`src/rtl/prog_bus_pkg.sv`:
```
// Shared types for the programmer/CPU bus arbiter:
// state encoding, requester indices and read-latency bound.
package prog_bus_pkg;

  typedef enum logic [1:0] {
    IDLE,
    WRITE,
    READ,
    RWAIT
  } bus_state_t;

  localparam logic CPU = 1'b0;
  localparam logic PRG = 1'b1;

  localparam int RD_LAT_MAX = 3;
  localparam int CNT_W = $clog2(RD_LAT_MAX + 1);

endpackage

```
`src/rtl/prog_bus_rr2.sv`:
```
// Two-way pick between CPU and programmer requests,
// honouring programmer lock and fixed-priority mode.
module prog_bus_rr2
  import prog_bus_pkg::*;
(
  input  logic [1:0] req,
  input  logic       last,
  input  logic       lock,
  input  logic       prio,
  output logic       valid,
  output logic       winner
);

  logic cpu_ok;
  logic tie;

  // A locked programmer that owns the bus shuts the CPU out.
  assign cpu_ok = req[CPU] & ~(lock & (last == PRG));
  assign tie    = cpu_ok & req[PRG];
  assign valid  = cpu_ok | req[PRG];

  always_comb begin
    winner = CPU;
    unique case (1'b1)
      tie:                winner = prio ? PRG : ~last;
      !cpu_ok & req[PRG]: winner = PRG;
      default:            winner = CPU;
    endcase
  end

endmodule

```
`src/rtl/prog_bus_arbiter.sv`:
```
// Arbitrates the Open8 bus between the CPU and the
// SPI programmer; single outstanding transfer.
module prog_bus_arbiter
  import prog_bus_pkg::*;
#(
  parameter int RD_LAT   = 1,
  parameter int PRG_PRIO = 0
) (
  input  logic        clk,
  input  logic        i_nrst,
  input  logic        cpu_req,
  input  logic        cpu_we,
  input  logic [15:0] cpu_addr,
  input  logic [7:0]  cpu_wdata,
  output logic        cpu_gnt,
  output logic        cpu_rvalid,
  output logic [7:0]  cpu_rdata,
  input  logic        prg_req,
  input  logic        prg_we,
  input  logic [15:0] prg_addr,
  input  logic [7:0]  prg_wdata,
  input  logic        prg_lock,
  output logic        prg_gnt,
  output logic        prg_rvalid,
  output logic [7:0]  prg_rdata,
  input  logic        i_cpu_reset,
  output logic [15:0] o_Address,
  output logic [7:0]  o_Wr_Data,
  output logic        o_Wr_En,
  output logic        o_Rd_En,
  input  logic [7:0]  i_Rd_Data,
  output logic        o_busy
);

  localparam logic [CNT_W-1:0] LAT = CNT_W'(RD_LAT);

  bus_state_t       state, state_n;
  logic [CNT_W-1:0] cnt, cnt_n;
  logic             last, last_n;

  logic [1:0]  req;
  logic        arb_vld;
  logic        arb_win;
  logic        sel_we;
  logic [15:0] sel_addr;
  logic [7:0]  sel_wdata;

  logic [15:0] addr_n;
  logic [7:0]  wdata_n;
  logic [7:0]  crd_n, prd_n;
  logic        wr_n, rd_n;
  logic        cgnt_n, pgnt_n;
  logic        cval_n, pval_n;

  assign req = {prg_req, cpu_req & ~i_cpu_reset};

  assign sel_we    = arb_win ? prg_we    : cpu_we;
  assign sel_addr  = arb_win ? prg_addr  : cpu_addr;
  assign sel_wdata = arb_win ? prg_wdata : cpu_wdata;

  prog_bus_rr2 u_rr2 (
    .req    (req),
    .last   (last),
    .lock   (prg_lock),
    .prio   (PRG_PRIO != 0),
    .valid  (arb_vld),
    .winner (arb_win)
  );

  always_comb begin
    state_n = state;
    cnt_n   = cnt;
    last_n  = last;
    addr_n  = o_Address;
    wdata_n = o_Wr_Data;
    crd_n   = cpu_rdata;
    prd_n   = prg_rdata;
    wr_n    = 1'b0;
    rd_n    = 1'b0;
    cgnt_n  = 1'b0;
    pgnt_n  = 1'b0;
    cval_n  = 1'b0;
    pval_n  = 1'b0;
    unique case (state)
      IDLE: begin
        if (arb_vld) begin
          last_n  = arb_win;
          addr_n  = sel_addr;
          wdata_n = sel_wdata;
          cgnt_n  = (arb_win == CPU);
          pgnt_n  = (arb_win == PRG);
          wr_n    = sel_we;
          rd_n    = ~sel_we;
          state_n = sel_we ? WRITE : READ;
        end
      end
      WRITE: state_n = IDLE;
      READ: begin
        state_n = RWAIT;
        cnt_n   = CNT_W'(1);
      end
      RWAIT: begin
        // last still names the owner of the read
        if (cnt == LAT) begin
          state_n = IDLE;
          cval_n  = (last == CPU);
          pval_n  = (last == PRG);
          if (last == PRG) prd_n = i_Rd_Data;
          else             crd_n = i_Rd_Data;
        end else begin
          cnt_n = cnt + CNT_W'(1);
        end
      end
      default: state_n = IDLE;
    endcase
  end

  always_ff @(posedge clk or negedge i_nrst) begin
    if (!i_nrst) begin
      state      <= IDLE;
      cnt        <= '0;
      last       <= PRG;
      o_Address  <= '0;
      o_Wr_Data  <= '0;
      o_Wr_En    <= 1'b0;
      o_Rd_En    <= 1'b0;
      cpu_gnt    <= 1'b0;
      prg_gnt    <= 1'b0;
      cpu_rvalid <= 1'b0;
      prg_rvalid <= 1'b0;
      cpu_rdata  <= '0;
      prg_rdata  <= '0;
      o_busy     <= 1'b0;
    end else begin
      state      <= state_n;
      cnt        <= cnt_n;
      last       <= last_n;
      o_Address  <= addr_n;
      o_Wr_Data  <= wdata_n;
      o_Wr_En    <= wr_n;
      o_Rd_En    <= rd_n;
      cpu_gnt    <= cgnt_n;
      prg_gnt    <= pgnt_n;
      cpu_rvalid <= cval_n;
      prg_rvalid <= pval_n;
      cpu_rdata  <= crd_n;
      prg_rdata  <= prd_n;
      o_busy     <= (state_n != IDLE);
    end
  end

endmodule
```
`config.mk`:
```
export PLATFORM = sky130hd
export DESIGN_NAME = prog_bus_arbiter
export DESIGN_NICKNAME = d
export VERILOG_FILES = /design/src/rtl/prog_bus_pkg.sv /design/src/rtl/prog_bus_rr2.sv /design/src/rtl/prog_bus_arbiter.sv
export SDC_FILE = /design/constraint.sdc
export NUM_CORES = 1
export LEC_CHECK = 0
export CORE_MARGIN = 2
export CORE_UTILIZATION = 28
export DETAILED_ROUTE_END_ITERATION = 8
export GPL_TIMING_DRIVEN = 0
export SYNTH_ARGS = -nofsm -noshare
export SYNTH_HDL_FRONTEND = slang
export SYNTH_SLANG_ARGS = --single-unit
```
`constraint.sdc`:
```
create_clock -name clk -period 1.4 [get_ports clk]
set_input_delay 0.28 -clock clk [delete_from_list [all_inputs] [get_ports clk]]
set_output_delay 0.28 -clock clk [all_outputs]
set_load 0.02 [all_outputs]
```
Yosys cells after proc, flatten, opt, wreduce, memory -nomap -nowiden
Cells that the tools add are included.

storage, ports and cells
  register bits = 52
  word-level logic and storage cells = 61
  latch bits = 0
  output and inout bits = 47
  input bits = 64
  memory bits (read-only) = 0
  bits in writable memories = 0
  memories = 0

cells by class
  reduce and logical (&&, ||, !) cells = 8
  shifts and indexed selects = 0
  divide/modulo/power cells = 0
  multiplexer cells = 22
  equality and inequality tests = 5
  order comparisons = 0
  bitwise gates (word level) = 11
  add/sub/neg operators = 1
  multipliers = 0

operators by type and width
  operator                                              count
  two-way mux 16 bit                                    1
  two-way mux 1 bit                                     13
  two-way mux 2 bit                                     4
  two-way mux 8 bit                                     1
  one-hot mux 2 bit (4 select lines)                    1
  AND reduction 3 bit                                   2
  AND 1 bit                                             5
  inverter 1 bit                                        5
  equality test 2 x 1 -> 1 bit (second input constant)  2
  equality test 2 bit (second input constant)           2
  one-hot mux 2 bit (2 select lines)                    1
  AND reduction 2 bit                                   2
  nonzero test 2 bit                                    2
  adder 2 x 1 -> 2 bit (second input constant)          1
  logical NOT 2 bit                                     1
  != test 2 bit (second input constant)                 1
  one-hot mux 1 bit (2 select lines)                    1
  logical NOT 1 bit                                     1
  OR 1 bit                                              1

Logic depth before layout (Yosys ltp)
Gate-level depths: netlist (run 1).

  depth in word-level cells = 11
  gate-level depth with buffers = 6
  depth with buffers taken out = 6

Hierarchy
A second synthesis (run 1) with hierarchy kept.

second synthesis, totals
  cell total of the unflattened synthesis = 156
  area total of the unflattened synthesis = 2,333.5 um^2

by module, submodules not included
  module            area each (um^2)  seq. area each (um^2)  times used  cells each
  prog_bus_arbiter  2,301.0           1,302.5                1           152
  prog_bus_rr2      32.5              0.0                    1           4

Least setup slack after synthesis (run 1)
No wires, ideal clock.

  path type = register to register
  from = register last
  to = register state[0]
  path buffers = 0
  stages on the path, launching flop included = 6
  path slack = -0.086 ns
  arrival time = 1.357 ns
  clock period less this slack = 1.486 ns
  data required time = 1.271 ns
  setup time = 0.129 ns
  path through = dfstp_2 > inv_2 > o311ai_4 > inv_2 > a22o_1 > nand2b_1

between the ends
  longest elaborated chain between the ends = 10
  elaborated cells between the ends (all ways) = 13
  those cells by class = mux (5); bitwise (7); reduce/logical (1)

RTL lines
  element                               line                     RTL
  from (decl)                           prog_bus_arbiter.sv:39   logic last, last_n;
  from (signal assigned)                prog_bus_arbiter.sv:137  last <= last_n;
  AND 1 bit                             prog_bus_rr2.sv:18       assign cpu_ok = req[CPU] & ~(lock & (last == PRG));
  inverter 1 bit                        prog_bus_rr2.sv:18
  AND 1 bit                             prog_bus_rr2.sv:18
  logical NOT 1 bit                     prog_bus_rr2.sv:26       !cpu_ok & req[PRG]: winner = PRG;
  AND 1 bit                             prog_bus_rr2.sv:26
  one-hot mux 1 bit (2 select lines)    prog_bus_rr2.sv:24       unique case (1'b1)
  two-way mux 1 bit                     prog_bus_arbiter.sv:57   assign sel_we = arb_win ? prg_we : cpu_we;
  two-way mux 2 bit                     prog_bus_arbiter.sv:94   state_n = sel_we ? WRITE : READ;
  two-way mux 2 bit *                   prog_bus_arbiter.sv:86   if (arb_vld) begin
  one-hot mux 2 bit (4 select lines) *  prog_bus_arbiter.sv:84   unique case (state)
  via state_n[0]                        prog_bus_arbiter.sv:37   bus_state_t state, state_n;
  to (signal assigned)                  prog_bus_arbiter.sv:135  state <= state_n;
  to (decl)                             prog_bus_arbiter.sv:37

Mark *: on every way through the listed nets, which the timed path passes. The rest lies on a longest branch.
A chain may end at the register's enable or synchronous reset.

Worst setup path after layout (run 1)
  from = input i_cpu_reset
  to = register state[0]

between the ends
  longest elaborated chain between the ends = 10
  elaborated cells between the ends (all ways) = 12
  those cells by class = mux (5); bitwise (6); reduce/logical (1)

RTL lines
  element                               line                    RTL
  from (decl)                           prog_bus_arbiter.sv:26  input logic i_cpu_reset,
  inverter 1 bit *                      prog_bus_arbiter.sv:55  assign req = {prg_req, cpu_req & ~i_cpu_reset};
  AND 1 bit *                           prog_bus_arbiter.sv:55
  AND 1 bit *                           prog_bus_rr2.sv:18
  logical NOT 1 bit                     prog_bus_rr2.sv:26
  AND 1 bit                             prog_bus_rr2.sv:26
  one-hot mux 1 bit (2 select lines)    prog_bus_rr2.sv:24
  two-way mux 1 bit                     prog_bus_arbiter.sv:57
  two-way mux 2 bit                     prog_bus_arbiter.sv:94
  two-way mux 2 bit *                   prog_bus_arbiter.sv:86
  one-hot mux 2 bit (4 select lines) *  prog_bus_arbiter.sv:84
  via state_n[0]                        prog_bus_arbiter.sv:37

Marks and branches as above.

==> flow_summary.ini, run 1 <==
[status]
status = finished with violations
violations = setup timing

[place]
pre_cts_ws_ns = -0.698
hpwlAfterDp_mm = 4.21
port_buffers = 110
place_congestion = 0.741

[critical_path]
cp.required_ns = 1.59
r2r_slack_ns = -0.20
crit_top_cell = nand2b_4
path_class = in -> reg
start_kind = primary input
cp-end-kind = register
slowest_delay_ns = 0.43
timing.rr.start = last
worstPathCellList = clkdlybuf4s50_1 > nand2b_4 > o311ai_4 > inv_2 > a22o_1 > nand2b_4
crit_buf_inv = 2
crit_cells = 6
crit_family = compound AO/OA/AOI/OAI gates
slowest_stage = clkdlybuf4s50_1
critPathCapture = state[0]
r2r_cells = 5
cp_max_fo = 7
critPathLaunch = i_cpu_reset
timing.rr.end = state[0]
arrival_ns = 1.79

[global_routing]
gr-total-overflow = 0
grt_pass1_wl_mm = 9.49
grt_pass1_vias = 1914
grt_usage = 0.146
antenna_found_initial = 0
grt_max_degree = 31

[pwr]
swShare = 0.397
ir_worst_vdd_uv = 873
clock_power_share = 0.128
powerDensity_nw_per_um2 = 1910
pwr-share-comb = 0.512
leakagePower_nw = 1.78
net-switching-power_mw = 2.74
p_seq_frac = 0.360
p_int_mw = 4.16

[die]
num_rows = 31
fp.dieW_um = 90.4
design.core.area_um2 = 7250
dieArea_um2 = 8160
ioPinCount = 111
die_h_um = 90.4
start_util = 0.288

[layout]
insertedDiodeCount = 0
syn2layout_area_growth_pct = 73.5
postLayoutCoreUtil = 0.500
final_layout_size_suffix_gt1_frac = 0.171
fin_nets = 392
fill_cells = 715

[yosys]
synth_edf_count = 0
synth_top_area_cell = dfrtp_1
synth_ff_type = dfrtp_1
ys_warn_count = 0
yosysSeqAreaShare = 0.624
syn-num-nets = 258
ys_seq_elements = 52
netlist_instances = 193
synth.area.top_cells = dfrtp_1 (61%), o22ai_1 (6.6%), a21oi_1 (5.5%), inv_1 (4.7%), nand2_1 (4.7%)
netlist_area_um2 = 2090
synthArstFlopShare = 1.00
synth_area_per_cell_um2 = 10.8
yosysTopAreaCellShare = 0.611
yosysMostFrequentCell = dfrtp_1
yosysUniqueCellTypes = 25
synthTopCellsByCount = dfrtp_1 (51), inv_1 (26), nand2_1 (26)

[sta]
fin_skew_ns = 0.0102
setup_slack_ns = -0.203
worstMarginPinSlew_ns = 0.562
min_period_over_period = 1.14
setup_violations = 33
hold_ws_ns = 0.471
finalHoldViolCount = 0
finalCriticalPeriod_ns = 1.60
rsz0062_at_grt = yes
fmax_mhz = 624
maxSlewHeadroom = 0.621
final_max_slew_viol_count = 0

[drt]
routedWlPerCell_um = 13.8
drc = 0
vias_per_cell = 4.46
first_pass_iters = 4
vias = 1898
wl_mm = 5.89
drt_iter0_markers = 24
final_antenna_net_count = 0

[clock_network]
cts_buffers = 5
clockBufferDepth = 2
ctsRootBufferMaster = clkbuf_8
cts_sinks = 52
htree_levels = 2
path_clk_slew_ns = 0.09
clk_latency_ns = 0.30
cts_tree = yes

[worst_hold_path]
hold_class = reg -> reg
hp-start = prg_rdata[0]

[job]
cap_violations = 0
## flip-flops by register name, summed over array words and instances (netlist names), 2 cells and up
| name | cells |
|---|---|
| cnt | 2 |
| cpu_rdata | 8 |
| o_Address | 16 |
| o_Wr_Data | 8 |
| prg_rdata | 8 |
| state | 2 |
## worst min-delay path: cells and delay by family, from the launching register on
kind,cells,cell delay [ns]
DFF,1,0.34
and+or+nand+nor,2,0.10
## power by group through the flow
stage | Sequential, mW | Combinational (mW) | Clock (mW)
6_report | 2.48 | 3.54 | 0.883
5_1_grt | 2.58 | 3.81 | 0.980
4_1_cts | 2.50 | 3.36 | 0.913
3_5_place_dp | 2.55 | 3.59 | 0
3_3_place_gp | 2.52 | 3.55 | 0
2_1_floorplan | 3.31 | 1.02 | 0
## metal layers
metal,vias up,global-route usage,part of all wire
li1,921,-,-
met1,913,0.182,0.43
met2,54,0.245,0.50
met3,10,0.0417,0.051
met4,0,0.0500,0.019
met5,-,0,0
## layout by cell type (no fill, tap or decap)
cell / n
a21o_1: 5
a21oi_1: 23
a22o_1: 5
buf_12: 1
buf_2: 3
buf_4: 14
buf_6: 4
buf_8: 2
clkbuf_8: 6
clkdlybuf4s50_1: 62
clkinv_2: 1
clkinv_4: 1
dfrtp_1: 51
dfstp_2: 1
dlygate4sd2_1: 47
dlygate4sd3_1: 1
ha_4: 1
inv_1: 24
inv_2: 4
mux2_2: 3
mux2_4: 5
nand2_1: 26
nand2b_1: 1
nand2b_4: 2
nand3_1: 1
nand4_1: 2
nor2_1: 1
nor2_4: 1
nor2b_2: 1
nor3b_1: 1
o2111ai_4: 1
o21ai_0: 2
o21ai_2: 1
o22ai_1: 19
o22ai_2: 3
o311ai_4: 1
## per-stage QoR
step	instances	power, mW	cell area (um^2)	TNS (ns)
2_1_floorplan	193	4.34	2090	-0.733
4_1_cts	420	6.77	3500	-4.19
3_5_place_dp	403	6.14	3330	-23.60
3_3_place_gp	402	6.07	3310	-105.41
6_report	426	6.90	3620	-3.08
5_1_grt	426	7.38	3620	-4.99
## final cells by class
class	instances	area (um^2)	share of cell area
Sequential cell	52	1300	0.359
Timing Repair Buffer	128	1200	0.331
Multi-Input combinational cell	105	738	0.204
Tap cell	99	124	0.0342
Inverter	29	110	0.0304
Clock buffer	6	82.6	0.0228
Buffer	6	58.8	0.0162
Clock inverter	1	8.76	0.00242
## cell families (layout without fill, tap and decap cells)
kind of cell,Yosys count,in the layout,synth area share
multiplexers,8,8,0.0431
flip-flops,52,52,0.624
adder cells (fa/ha/maj),1,1,0.00599
AND/OR/NAND/NOR,36,36,0.0755
buffers and inverters,36,170,0.0677
AO/OA/AOI/OAI,60,60,0.184
## worst min path at each step
stage	endpoint	slack, ns	cells past startpoint
2_1_floorplan	cnt[0]	-0.02	0
3_3_place_gp	o_Wr_Data[7]	0.46	1
3_5_place_dp	o_Address[4]	0.31	1
4_1_cts	prg_rdata[0]	0.48	2
5_1_grt	o_Address[13]	0.51	1
6_report	prg_rdata[0]	0.47	2
## what timing repair did
item,in CTS,in global routing
cloned,0,1
endpoints found under the hold margin,22,0
hold buffers,1,0
pin swaps,5,2
resized for setup,63,27
setup endpoints to repair,93,38
setup buffers,9,7
No activity file was read; power rests on OpenSTA's default activity.
==> run 2: changes to the inputs <==
--- a/config.mk
+++ b/config.mk
@@ -9,6 +9,7 @@
 export CORE_UTILIZATION = 28
 export DETAILED_ROUTE_END_ITERATION = 8
 export GPL_TIMING_DRIVEN = 0
+export MAX_ROUTING_LAYER = met4
 export SYNTH_ARGS = -nofsm -noshare
 export SYNTH_HDL_FRONTEND = slang
 export SYNTH_SLANG_ARGS = --single-unit
==> run 2 against run 1 <==
Against the previous run: the run still ends with setup timing left; combinational power hardly changed; sequential power hardly changed; fmax hardly changed; sequential share of layout area stayed put; worst hold slack hardly changed; critical path type unchanged; critical endpoint unchanged; highest routed layer unchanged.
==> flow_summary.ini, run 2 (same netlist as run 1, synthesis figures left out) <==
[clock_network]
clockBufferDepth = 2
htree_levels = 2
ctsRootBufferMaster = clkbuf_8
path_clk_slew_ns = 0.09
clk_latency_ns = 0.30
cts_sinks = 52
cts_tree = yes
cts_buffers = 5

[place]
dp.cells = 403
placed_area_um2 = 3330
hpwlAfterDp_mm = 4.21
place_congestion = 0.751
pre_cts_ws_ns = -0.698
port_buffers = 110

[critical_path]
arrival_ns = 1.79
worstPathCellList = clkdlybuf4s50_1 > nand2b_4 > o311ai_4 > inv_2 > a22o_1 > nand2b_4
cp-end-kind = register
critPathLaunch = i_cpu_reset
crit_top_cell = nand2b_4
slowest_stage = clkdlybuf4s50_1
timing.rr.start = last
cp_max_fo = 7
slowest_delay_ns = 0.43
path_class = in -> reg
start_kind = primary input
cp.required_ns = 1.59
r2r_cells = 5

[global_routing]
grt_max_degree = 31
gr-total-overflow = 0
grt_usage = 0.151
grt_pass1_vias = 1906
grt_pass1_wl_mm = 9.52
antenna_found_initial = 0

[die]
design.core.area_um2 = 7250
ioPinCount = 111
die_h_um = 90.4
dieArea_um2 = 8160
num_rows = 31
start_util = 0.288
fp.dieW_um = 90.4

[layout]
final_common_cell = clkdlybuf4s50_1
syn2layout_area_growth_pct = 73.5
fin_nets = 392
final_area_um2 = 3620
final_cells = 426
postLayoutCoreUtil = 0.500
multi_input_area_um2 = 738
final_cell_mix = clkdlybuf4s50_1 (62), dfrtp_1 (51), dlygate4sd2_1 (47)
regArea_um2 = 1300
largest_reg_flops = 16
final_layout_size_suffix_gt1_frac = 0.171
fill_cells = 715
insertedDiodeCount = 0
regMostFlops = o_Address

[sta]
fin_skew_ns = 0.00984
min_period_over_period = 1.14
setup_violations = 32
fin_setup_tns_ns = -3.08
final_max_slew_viol_count = 0
maxSlewHeadroom = 0.624
hold_ws_ns = 0.471
finalCriticalPeriod_ns = 1.60
finalHoldViolCount = 0
setup_slack_ns = -0.203
worstMarginPinSlew_ns = 0.563
fmax_mhz = 624
rsz0062_at_grt = yes

[drt]
first_pass_iters = 4
wl_mm = 5.89
vias_per_cell = 4.46
final_antenna_net_count = 0
drt_iter0_markers = 23
drc = 0
routedWlPerCell_um = 13.8
vias = 1898

[worst_hold_path]
hp-start = prg_rdata[0]
hold_class = reg -> reg
hold_path_depth = 2

[status]
violations = setup timing
status = finished with violations

[pwr]
powerDensity_nw_per_um2 = 1900
power.total_mw = 6.90
ir_worst_vdd_uv = 876
leakagePower_nw = 1.78

[job]
cap_violations = 0
==> run 2: cell counts in the layout (fill, tap and decap cells not counted) <==
No cell type changed its count.
==> run 2: final cells by class <==
cell class,count,share of cell area
Sequential cell,52,0.359
Timing Repair Buffer,128,0.331
Multi-Input combinational cell,105,0.204
Tap cell,99,0.0342
Inverter,29,0.0304
Clock buffer,6,0.0228
Buffer,6,0.0162
Clock inverter,1,0.00242
==> run 2: worst paths after layout <==
path                                      to  slack [ns]
worst max-delay path                state[0]       -0.20
worst min register to register  prg_rdata[0]        0.47
worst max register to register      state[0]       -0.20
max in group asynchronous               last        0.28
min in group asynchronous       o_Address[4]        0.51
worst min-delay path            prg_rdata[0]        0.47
==> run 2: per-layer routing <==
metal	global-route usage	share of wire	vias to the layer above
met5	-	0	-
met4	0.0500	0.020	0
met3	0.0409	0.049	10
met2	0.244	0.50	54
met1	0.185	0.43	912
li1	-	-	922
==> run 2: what timing repair did <==
| item | CTS | global route |
|---|---|---|
| gates cloned | 0 | 1 |
| buffers inserted | 9 | 7 |
| pin swaps | 5 | 2 |
| resized for setup | 63 | 27 |
| hold endpoints to repair | 22 | 0 |
| setup endpoints to repair | 93 | 38 |
| hold buffers | 1 | 0 |
==> run 2: power breakdown <==
part	internal, mW	total [mW]	switching, mW
logic	1.59	3.54	1.95
registers	2.18	2.49	0.307
clock network	0.395	0.881	0.486
total	4.16	6.90	2.74
==> run 2: worst max-delay path: cells and delay by family <==
kind,cells,cell delay (ns)
AO/OA/AOI/OAI,2,0.63
buffers and inverters,2,0.57
AND/OR/NAND/NOR,2,0.31
